--- config.mk ---
export PLATFORM = sky130hd
export DESIGN_NAME = stage_sequencer_flat
export DESIGN_NICKNAME = d
export VERILOG_FILES = /design/src/rtl/stage_sequencer_if.sv /design/src/rtl/stage_sequencer.sv /design/src/flat_wrapper.sv
export SDC_FILE = /design/constraint.sdc
export NUM_CORES = 1
export LEC_CHECK = 0
export ABC_CLOCK_PERIOD_IN_PS = 1400
export CAP_MARGIN = 40
export CORE_MARGIN = 2
export CORE_UTILIZATION = 39
export CTS_CLUSTER_SIZE = 40
export DETAILED_ROUTE_END_ITERATION = 8
export PLACE_DENSITY = 0.78
export SETUP_SLACK_MARGIN = 0.15
export SYNTH_ARGS = -nofsm -noshare
export SYNTH_HDL_FRONTEND = slang
export SYNTH_SLANG_ARGS = --single-unit
--- constraint.sdc ---
create_clock -name clk -period 1.4 [get_ports clk]
set_input_delay 0.14 -clock clk [delete_from_list [all_inputs] [get_ports clk]]
set_output_delay 0.14 -clock clk [all_outputs]
set_load 0.005 [all_outputs]
--- src/rtl/stage_sequencer_if.sv ---
// rtl/stage_sequencer_if.sv - start/done handshake bundle between the sequencer and its stage units
interface stage_sequencer_if #(
    parameter int NUM_STAGES = 2,
    parameter int RESULT_W   = 4
);
    logic [NUM_STAGES-1:0] stage_start;
    logic [NUM_STAGES-1:0] stage_enable;
    logic [NUM_STAGES-1:0] stage_reset;
    logic [NUM_STAGES-1:0] stage_done;
    logic [RESULT_W-1:0]   result_in;

    modport master (
        output stage_start,
        output stage_enable,
        output stage_reset,
        input  stage_done,
        input  result_in
    );

    modport slave (
        input  stage_start,
        input  stage_enable,
        input  stage_reset,
        output stage_done,
        output result_in
    );
endinterface

--- src/rtl/stage_sequencer.sv ---
// rtl/stage_sequencer.sv - clear/press/stage-chain master sequencer; SEQ_TIMEOUT_EN adds a per-stage watchdog
module stage_sequencer #(
    parameter int NUM_STAGES     = 2,
    parameter int RESULT_W       = 4,
    parameter int BLANK_CODE     = 10,
    parameter int ERR_CODE       = 14,
    parameter int TIMEOUT_CYCLES = 1048576,
    parameter int IDX_W          = (NUM_STAGES > 1) ? $clog2(NUM_STAGES) : 1
) (
    input  logic                clk,
    input  logic                reset,
    input  logic                en,
    input  logic                button,
    input  logic                painter_ready,
    output logic                clear_display,
    output logic                reset_display,
    output logic                enable_graphics,
    stage_sequencer_if.master   stg,
    output logic [RESULT_W-1:0] output_digit,
    output logic                busy,
    output logic                error,
    output logic [IDX_W-1:0]    err_stage
);

    typedef enum logic [2:0] {
        S_RESET       = 3'd0,
        S_CLEAR_START = 3'd1,
        S_CLEAR_WAIT  = 3'd2,
        S_IDLE        = 3'd3,
        S_STAGE_START = 3'd4,
        S_STAGE_WAIT  = 3'd5,
        S_DISPLAY     = 3'd6,
        S_ERROR       = 3'd7
    } state_t;

    localparam logic [IDX_W-1:0] LAST_IDX = IDX_W'(NUM_STAGES - 1);

    state_t              state_q, state_d;
    logic [IDX_W-1:0]    idx_q, idx_d;
    logic [RESULT_W-1:0] result_q, result_d;
    logic                button_q, button_d;
    logic                press;
    logic                timeout;
    logic [NUM_STAGES-1:0] idx_onehot;

`ifdef SEQ_TIMEOUT_EN
    localparam int WD_W = $clog2(TIMEOUT_CYCLES);
    logic [WD_W-1:0]  wd_q, wd_d;
    logic [IDX_W-1:0] err_stage_q, err_stage_d;

    assign timeout   = (wd_q == WD_W'(TIMEOUT_CYCLES - 1));
    assign err_stage = err_stage_q;
`else
    assign timeout   = 1'b0;
    assign err_stage = '0;
`endif

    assign press      = button & ~button_q;
    assign idx_onehot = NUM_STAGES'(1) << idx_q;

    always_ff @(posedge clk) begin
        if (reset) begin
            state_q     <= S_RESET;
            idx_q       <= '0;
            result_q    <= '0;
            button_q    <= 1'b0;
`ifdef SEQ_TIMEOUT_EN
            wd_q        <= '0;
            err_stage_q <= '0;
`endif
        end else begin
            state_q     <= state_d;
            idx_q       <= idx_d;
            result_q    <= result_d;
            button_q    <= button_d;
`ifdef SEQ_TIMEOUT_EN
            wd_q        <= wd_d;
            err_stage_q <= err_stage_d;
`endif
        end
    end

    always_comb begin
        state_d     = state_q;
        idx_d       = idx_q;
        result_d    = result_q;
        button_d    = button_q;
`ifdef SEQ_TIMEOUT_EN
        wd_d        = wd_q;
        err_stage_d = err_stage_q;
`endif
        if (en) begin
            button_d = button;
            case (state_q)
                S_RESET:       state_d = S_CLEAR_WAIT;
                S_CLEAR_START: state_d = S_CLEAR_WAIT;
                S_CLEAR_WAIT:  if (painter_ready) state_d = S_IDLE;
                S_IDLE: begin
                    if (press) begin
                        state_d = S_STAGE_START;
                        idx_d   = '0;
                    end
                end
                S_STAGE_START: begin
                    state_d = S_STAGE_WAIT;
`ifdef SEQ_TIMEOUT_EN
                    wd_d    = '0;
`endif
                end
                S_STAGE_WAIT: begin
`ifdef SEQ_TIMEOUT_EN
                    wd_d = wd_q + 1'b1;
`endif
                    // done is checked before the watchdog so a last-cycle completion still counts
                    if (stg.stage_done[idx_q]) begin
                        if (idx_q < LAST_IDX) begin
                            idx_d   = IDX_W'(idx_q + 1'b1);
                            state_d = S_STAGE_START;
                        end else begin
                            result_d = stg.result_in;
                            state_d  = S_DISPLAY;
                        end
                    end else if (timeout) begin
`ifdef SEQ_TIMEOUT_EN
                        err_stage_d = idx_q;
`endif
                        state_d = S_ERROR;
                    end
                end
                S_DISPLAY:     if (press) state_d = S_CLEAR_START;
                S_ERROR:       if (press) state_d = S_CLEAR_START;
                default:       state_d = S_RESET;
            endcase
        end
    end

    always_comb begin
        clear_display    = 1'b0;
        reset_display    = 1'b0;
        enable_graphics  = 1'b0;
        stg.stage_start  = '0;
        stg.stage_enable = '0;
        stg.stage_reset  = '0;
        output_digit     = RESULT_W'(BLANK_CODE);
        busy             = 1'b0;
        error            = 1'b0;
        case (state_q)
            S_RESET: begin
                clear_display   = 1'b1;
                reset_display   = 1'b1;
                stg.stage_reset = '1;
            end
            S_CLEAR_START: begin
                clear_display   = 1'b1;
                enable_graphics = 1'b1;
                stg.stage_reset = '1;
            end
            S_CLEAR_WAIT: begin
                enable_graphics = 1'b1;
                stg.stage_reset = '1;
            end
            S_IDLE: begin
                enable_graphics  = 1'b1;
                stg.stage_enable = '1;
            end
            S_STAGE_START: begin
                stg.stage_start  = idx_onehot;
                stg.stage_enable = idx_onehot;
                busy             = 1'b1;
            end
            S_STAGE_WAIT: begin
                stg.stage_enable = idx_onehot;
                busy             = 1'b1;
            end
            S_DISPLAY:     output_digit = result_q;
            S_ERROR: begin
                output_digit    = RESULT_W'(ERR_CODE);
                stg.stage_reset = '1;
                error           = 1'b1;
            end
            default: ;
        endcase
    end

endmodule

--- src/flat_wrapper.sv ---
// flat-port wrapper written by rule: the top's interface ports become plain ports
module stage_sequencer_flat 
#(
    parameter int NUM_STAGES     = 2,
    parameter int RESULT_W       = 4,
    parameter int BLANK_CODE     = 10,
    parameter int ERR_CODE       = 14,
    parameter int TIMEOUT_CYCLES = 1048576,
    parameter int IDX_W          = (NUM_STAGES > 1) ? $clog2(NUM_STAGES) : 1
)
  (clk, reset, en, button, painter_ready, clear_display, reset_display, enable_graphics, output_digit, busy, error, err_stage, stg_stage_start, stg_stage_enable, stg_stage_reset, stg_stage_done, stg_result_in);
  stage_sequencer_if #(.NUM_STAGES(NUM_STAGES), .RESULT_W(RESULT_W)) stg_i ();
  input  logic clk;
  input  logic reset;
  input  logic en;
  input  logic button;
  input  logic painter_ready;
  output logic clear_display;
  output logic reset_display;
  output logic enable_graphics;
  output logic [RESULT_W-1:0] output_digit;
  output logic busy;
  output logic error;
  output logic [IDX_W-1:0] err_stage;
  output wire logic [$bits(stg_i.stage_start)-1:0] stg_stage_start;
  output wire logic [$bits(stg_i.stage_enable)-1:0] stg_stage_enable;
  output wire logic [$bits(stg_i.stage_reset)-1:0] stg_stage_reset;
  input wire logic [$bits(stg_i.stage_done)-1:0] stg_stage_done;
  input wire logic [$bits(stg_i.result_in)-1:0] stg_result_in;
  assign stg_stage_start = stg_i.stage_start;
  assign stg_stage_enable = stg_i.stage_enable;
  assign stg_stage_reset = stg_i.stage_reset;
  assign stg_i.stage_done = stg_stage_done;
  assign stg_i.result_in = stg_result_in;
  stage_sequencer #(.NUM_STAGES(NUM_STAGES), .RESULT_W(RESULT_W), .BLANK_CODE(BLANK_CODE), .ERR_CODE(ERR_CODE), .TIMEOUT_CYCLES(TIMEOUT_CYCLES), .IDX_W(IDX_W)) u_core (.clk(clk), .reset(reset), .en(en), .button(button), .painter_ready(painter_ready), .clear_display(clear_display), .reset_display(reset_display), .enable_graphics(enable_graphics), .stg(stg_i), .output_digit(output_digit), .busy(busy), .error(error), .err_stage(err_stage));
endmodule
### After elaboration in Yosys (flattened, before gate mapping)

Index checks and enable logic that the tools add are counted.
W data, S select, Z words.

* word-level logic and storage cells: 54
* input port bits: 11
* output and inout bits: 16
* flip-flop bits (word level): 9

* equal/unequal tests: 12
* shift operators: 1
* multiplexer cells: 21
* add/sub/neg operators: 1
* reduce and logical (&&, ||, !) cells: 10
* bitwise gates (word level): 3
* $lt $le $gt $ge: 2

Operator list (count)
* $pmux W3 S6: 1
* $eq A3 B3 Y1 const B: 4
* $mux W3: 4
* $mux W1: 10
* $reduce_and A5 Y1: 2
* $ne A2 B1 Y1 const B: 4
* $pmux W4 S2: 1
* $eq A3 B2 Y1 const B: 2
* $mux W2: 3
* $reduce_or A2 Y1: 3
* $pmux W2 S2: 1
* $reduce_and A4 Y1: 1
* $reduce_or A4 Y1: 1
* $eq A3 B1 Y1 const B: 1
* $logic_not A3 Y1: 1
* $reduce_or A3 Y1: 1
* $lt A1 B2 Y1 const B: 1
* $ne A2 B2 Y1 const B: 1
* $not A1 Y1: 2
* $pmux W1 S2: 1
* $reduce_bool A2 Y1: 1
* $shl A1 B1 Y2 const A: 1
* $add A1 B1 Y1 const B: 1
* $and A1 B1 Y1: 1
* $lt A1 B1 Y1 const B: 1

### Logic depth before layout (Yosys ltp)

Gate-level depths: netlist of run 1.

* depth after elaboration: 4
* gate-level depth with buffers: 4
* depth with buffers taken out: 4

### Worst setup path before layout of run 1

No wires, ideal clock.

* kind: reg2out
* start: register u_core.state_q[1]
* end: output stg_stage_reset[1]
* buffers on the path: 2
* cell stages (with the launch flop): 5
* required time: 1260 ps
* arrival: 979 ps
* setup slack: 281 ps
* cell sequence: dfxtp_1 -> buf_2 -> nand2_1 -> xor2_1 -> buf_4

* longest elaborated chain between the ends: 3
* elaborated cells on any way between the ends: 6
* those cells by class: eq/ne: 3; mux: 1; reduce/logical: 2

RTL lines
* start, declared: RTL line stage_sequencer.sv:38 `state_t state_q, state_d;`
* start signal, assigned: RTL line stage_sequencer.sv:72 `state_q <= state_d;`
* $eq A3 B1 Y1, or another cell as far along: RTL line stage_sequencer.sv:147 `case (state_q)`
* $reduce_or A4 Y1 (no source line) (*)
* $mux W2 (*): RTL line stage_sequencer.sv:147
* end, declared: RTL line flat_wrapper.sv:27 `output wire logic [$bits(stg_i.stage_reset)-1:0] stg_stage_reset;`

Mark *: on every way between the ends. The rest lies on a longest branch, timed or not.

### Worst setup path after layout of run 1

* start: register u_core.state_q[2]
* end: output stg_stage_start[1]

* longest elaborated chain between the ends: 2

RTL lines
* $eq A3 B3 Y1: RTL line stage_sequencer.sv:147
* $mux W2: RTL line stage_sequencer.sv:147
* end, declared: RTL line flat_wrapper.sv:25 `output wire logic [$bits(stg_i.stage_start)-1:0] stg_stage_start;`

No other way between the ends.

==> impl_metrics.ini, run 1 <==
[run_status]
status = completed

[cells_and_area]
finish.instance_area_um2 = 1080
drive_above_1_share = 0.524
nFillCells = 93
finalNetCount = 136
diodes = 0
area.growth.synth_to_final_pct = 85.3
multi_input_comb_area_um2 = 442
most_common_cell_after_layout_fill_and_taps_aside = sky130_fd_sc_hd__buf_4
sequential_cell_area_um2 = 193
most_used_cells_in_the_layout_excluding_fill_and_tap_cells = sky130_fd_sc_hd__buf_4, sky130_fd_sc_hd__buf_2, sky130_fd_sc_hd__clkdlybuf4s50_1, sky130_fd_sc_hd__buf_6, sky130_fd_sc_hd__nor2_1

[worst_hold_path]
min-delay-path-class = in -> reg

[worst_setup_path]
cp_max_fo = 5
slowest_delay_ps = 370
start_kind = flop
cell_with_the_largest_stage_delay_on_the_worst_path = sky130_fd_sc_hd__dfxtp_4
cp_data_required_time_ps = 1260
worstPathArrival_ps = 1180
worst_setup_path_end_kind = primary output
worst-setup-path-type = reg -> out
timing.critical_path.buf_inv = 3
timing.critical_path.max_delay_family = flip-flops
worstPathCellList = buf_4, nand2b_4, inv_4, and3_1, buf_2

[grt]
grt_pass1_wl_mm = 3.23
grt.overflow.total = 0
vias_in_the_first_global_route = 740
combined_global_route_utilization_of_all_metal_layers = 0.232
pin_count_of_the_biggest_net_entering_global_routing = 9
number_of_antenna_violations_at_the_first_check_in_global_routing = 0

[yosys]
synthDistinctLibCells = 30
synth_sequential_area_ratio = 0.308
syn_nets = 89
flip_flop_and_latch_count_after_synthesis = 9
mappedNetlistArea_um2 = 586
syn_area_per_cell_um2 = 7.51
postSynthCellCount = 78
yosys_warnings = 0

[detailed_routing]
drt_first_iter_violations = 12
drc = 0
detailedRoute.firstPassIterationCount = 4
avgRoutedWirePerCell_um = 15.8
count_of_vias_placed_by_the_detailed_router = 763
drt-vias-per-instance = 5.49
ant_nets = 0
detail_route.wirelength_mm = 2.20

[sta]
final_setup_violations = 0
final-hold-violation-count = 0
finalWorstSetupSlack_ps = 75.6
post-route-min-period_ps = 1320
setup_skew_ps = 1.29
fmax_mhz = 755
final.period_utilization = 0.946
rsz0062_at_grt = true
drv_slew = 0

[placed_design]
place_hpwl_mm = 1.42
place_congestion = 0.825
detailedPlace.worstSlack_ps = -49.4
port_buffers = 25
post_dp_cell_area_um2 = 910

[floorplanning]
rows = 13
core_um2 = 1350
dieArea_um2 = 1830
floorplan.die.height_um = 42.8
die-width_um = 42.8
pin_count = 27
start_util = 0.434

[clocking]
clk-insertion-delay-late_ps = 280
cts-root-to-sink-buffers = 2
clkTransAtPathRegs_ps = 60
cts_root_buf = sky130_fd_sc_hd__clkbuf_4
postCtsHoldBufs = 0
htreeDepth = 1
cts_sinks = 9
cts_made_buffers = 3
cts_tree = yes

[power]
switching_share = 0.278
power_switching_uw = 181
p_leak_uw = 0.000485
total_power_uw = 648
p_int_uw = 468
power.share.combinational = 0.257
power.sequential.fraction = 0.413
cellPowerDensity_nw_per_um2 = 598
peakVddDrop_mv = 0.622
clkPwrFrac = 0.330

[flow_run]
cap_viol_max_count = 0
## cell usage after synthesis, drive strengths merged
cell type / instances / share of area
nand4bb: 1 / 0.019
a21oi: 7 / 0.060
conb: 1 / 0.0064
inv: 2 / 0.013
and4b: 1 / 0.017
nor3b: 3 / 0.038
a22oi: 1 / 0.013
nor2: 8 / 0.051
nor3: 2 / 0.017
nand4: 4 / 0.043
a2bb2oi: 1 / 0.015
or3: 2 / 0.021
nand3b: 1 / 0.013
o21ai: 7 / 0.060
nor2b: 1 / 0.011
mux2i: 2 / 0.034
clkbuf: 2 / 0.013
a211oi: 1 / 0.021
nand2: 6 / 0.038
dfxtp: 9 / 0.31
o32ai: 1 / 0.015
nand2b: 2 / 0.021
xor2: 1 / 0.015
and3: 2 / 0.021
buf: 6 / 0.060
o22ai: 1 / 0.011
nand4b: 2 / 0.030
a211o: 1 / 0.015
## worst min-delay path, delay by kind of cell
kind	cells	cell delay, ps
AOI/OAI and AO/OA	1	60
buffers and inverters	1	410
and+or+nand+nor	1	60
## layout make-up
class	count	share of cell area
inverters	2	0.00923
clock buffers	4	0.0242
flip-flops and latches	9	0.178
repair buffers	50	0.364
well taps	15	0.0173
multi-input cells	59	0.407
## state kept, by name, indices dropped and copies added, names as in the netlist
name / cells
u_core.idx_q: 1
u_core.state_q: 3
u_core.result_q: 4
u_core.button_q: 1
## routing by layer
metal	vias up	share of wire	routed length [µm]	global-route usage
li1	378	-	-	-
met1	360	0.41	909	0.256
met2	19	0.53	1170	0.421
met3	6	0.031	69	0.0596
met4	0	0.025	54	0.0813
met5	-	0	0	0
## kinds of logic after synthesis
| family | count (synthesis) | share of synthesized area |
|---|---|---|
| flops | 9 | 0.308 |
| mux | 2 | 0.0342 |
| compound gates | 20 | 0.209 |
| simple gates | 35 | 0.342 |
| buf+inv | 10 | 0.0855 |
| xor+xnor | 1 | 0.0150 |
| other cells | 1 | 0.00640 |
## through the flow
step,hold WS [ps],util,TNS (ps),instances
5_1_grt,442,0.804,0,139
6_report,433,0.804,0,139
2_1_floorplan,280,-,0,78
3_5_place_dp,474,0.674,-238,123
3_3_place_gp,463,0.674,-58.0,123
4_1_cts,429,0.747,0,134
## repair_timing
item                       in CTS  in global routing
setup buffers                   7                  5
pin swaps                       7                 10
resized for setup              74                 21
setup endpoints to repair      20                 21
## power by group through the flow
stage | Sequential (µW) | Combinational (µW) | Clock, µW
after global routing | 268 | 175 | 226
after global placement | 273 | 126 | 0
final | 268 | 166 | 214
after detailed placement | 273 | 129 | 0
after CTS | 266 | 145 | 217
after floorplan | 271 | 55.1 | 0
## worst paths after layout
check	startpoint	cells past startpoint	slack (ps)	endpoint
min	stg_stage_done[0]	3	430	u_core.idx_q
max	u_core.state_q[2]	5	80	stg_stage_start[1]
min reg2reg	u_core.result_q[1]	2	490	u_core.result_q[1]
max reg2reg	u_core.state_q[1]	5	90	u_core.result_q[3]
Power figures use the tool's default switching activity.
==> run 2: changes to the inputs <==
--- a/config.mk
+++ b/config.mk
@@ -7,10 +7,11 @@
 export LEC_CHECK = 0
 export ABC_CLOCK_PERIOD_IN_PS = 1400
 export CAP_MARGIN = 40
-export CORE_MARGIN = 2
+export CORE_MARGIN = 8
 export CORE_UTILIZATION = 39
 export CTS_CLUSTER_SIZE = 40
 export DETAILED_ROUTE_END_ITERATION = 8
+export GPL_ROUTABILITY_DRIVEN = 0
 export PLACE_DENSITY = 0.78
 export SETUP_SLACK_MARGIN = 0.15
 export SYNTH_ARGS = -nofsm -noshare
==> run 2 against run 1 <==
  * Via count is 1.3% higher
  * Register-to-register slack hardly changed
  * Non-clock buffer count is 5 lower
  * Die area is 64% higher
  * First-iteration DRC count is 67% higher
  * Highest routed layer unchanged
  * Power is 1.8% lower
  * Final area is 0.81% lower
==> impl_metrics.ini, run 2 (synthesized netlist as in run 1, its figures left out) <==
[detailed_routing]
detailedRoute.firstPassIterationCount = 4
drt-vias-per-instance = 5.73
detail_route.wirelength_mm = 2.28
count_of_vias_placed_by_the_detailed_router = 773
avgRoutedWirePerCell_um = 16.9
drc = 0
ant_nets = 0
drt_first_iter_violations = 20

[cells_and_area]
area.growth.synth_to_final_pct = 83.8
nFillCells = 117
finalNetCount = 131
diodes = 0
most_used_cells_in_the_layout_excluding_fill_and_tap_cells = sky130_fd_sc_hd__buf_4, sky130_fd_sc_hd__buf_2, sky130_fd_sc_hd__clkdlybuf4s50_1, sky130_fd_sc_hd__buf_6
most_common_cell_after_layout_fill_and_taps_aside = sky130_fd_sc_hd__buf_4
finish.utilization = 0.740
largest_reg_flops = 4
top_register = u_core.result_q
multi_input_comb_area_um2 = 438
drive_above_1_share = 0.513
sequential_cell_area_um2 = 193
top_registers = u_core.result_q x4, u_core.state_q x3

[sta]
fmax_mhz = 727
setup_skew_ps = 3.81
rsz0062_at_grt = true
whs_ps = 416
final_setup_violations = 0
final.period_utilization = 0.983
final-hold-violation-count = 0
post-route-min-period_ps = 1380
drv_slew = 0

[worst_setup_path]
cp_data_required_time_ps = 1260
worst-setup-path-type = reg -> out
start_kind = flop
cp_max_fo = 4
worst_setup_path_end_kind = primary output
worstPathArrival_ps = 1240

[floorplanning]
die-width_um = 54.8
rows = 14
pin_count = 27
floorplan.die.height_um = 54.8
core_um2 = 1450
dieArea_um2 = 3000
start_util = 0.403

[worst_hold_path]
min-delay-path-class = in -> reg

[grt]
number_of_antenna_violations_at_the_first_check_in_global_routing = 0
grt_pass1_wl_mm = 3.24
combined_global_route_utilization_of_all_metal_layers = 0.150
grt.overflow.total = 0
vias_in_the_first_global_route = 737
pin_count_of_the_biggest_net_entering_global_routing = 11

[clocking]
cts_made_buffers = 3
postCtsHoldBufs = 0
htreeDepth = 1
cts_root_buf = sky130_fd_sc_hd__clkbuf_4
clk-insertion-delay-late_ps = 270
cts_tree = yes
clkTransAtPathRegs_ps = 60
cts-root-to-sink-buffers = 2
cts_sinks = 9

[power]
p_leak_uw = 0.000456
clkPwrFrac = 0.322
cellPowerDensity_nw_per_um2 = 592
power_switching_uw = 173
peakVddDrop_mv = 0.365
power.share.combinational = 0.258
switching_share = 0.271
power.sequential.fraction = 0.421
p_int_uw = 464

[placed_design]
place_hpwl_mm = 1.42
port_buffers = 25

[flow_run]
cap_viol_max_count = 0

[run_status]
status = completed
run 2: cell types whose count changed in the layout (fill, tap and decap cells not counted), sizes merged:
cell    previous run  this run
buf               37        34
clkbuf             7         5
run 2: stage by stage:
step           area, µm²  power, µW  instances  TNS, ps  setup slack, ps
2_1_floorplan        586        326         78        0              281
3_3_place_gp         911        399        124     -338            -58.8
3_5_place_dp         911        400        124     -565            -67.8
4_1_cts             1000        610        132        0             33.3
5_1_grt             1080        665        135    -31.1            -18.9
6_report            1080        637        135        0             24.0
run 2: final timing paths:
kind,from,to,slack [ps],cells after the start
worst min register to register,u_core.result_q[1],u_core.result_q[1],480,2
worst max register to register,u_core.state_q[2],u_core.result_q[0],80,6
worst min-delay path,en,u_core.state_q[2],420,4
worst max-delay path,u_core.state_q[1],stg_stage_start[1],20,5
run 2: power by group through the flow:
stage,clock network (µW),registers [µW],logic (µW)
6_report,205,268,164
5_1_grt,223,268,174
4_1_cts,212,268,130
3_5_place_dp,0,274,126
3_3_place_gp,0,274,125
2_1_floorplan,0,271,55.1
run 2: metal layers:
metal | wire [µm] | track usage | share of wire | vias up
met5 | 0 | 0 | 0 | -
li1 | - | - | - | 362
met2 | 1250 | 0.274 | 0.55 | 30
met3 | 132 | 0.0652 | 0.058 | 4
met1 | 873 | 0.149 | 0.38 | 377
met4 | 27 | 0.0492 | 0.012 | 0
run 2: cell type report:
class | instances | share of cell area
multi-input cells | 59 | 0.407
repair buffers | 45 | 0.362
flip-flops and latches | 9 | 0.179
clock buffers | 4 | 0.0244
well taps | 16 | 0.0186
inverters | 2 | 0.00930
run 2: critical path, stage by stage, from the launching register on:
cell and delay (ps):
sky130_fd_sc_hd__dfxtp_4 360, sky130_fd_sc_hd__buf_6 120, sky130_fd_sc_hd__nand2b_4 160, sky130_fd_sc_hd__inv_4 70, sky130_fd_sc_hd__and3_4 170, sky130_fd_sc_hd__buf_6 90
run 2: repair_timing:
| action | 4_1_cts | 5_1_grt |
|---|---|---|
| resized for setup | 83 | 20 |
| pin swaps | 5 | 7 |
| setup endpoints to repair | 21 | 22 |
| setup buffers | 4 | 3 |
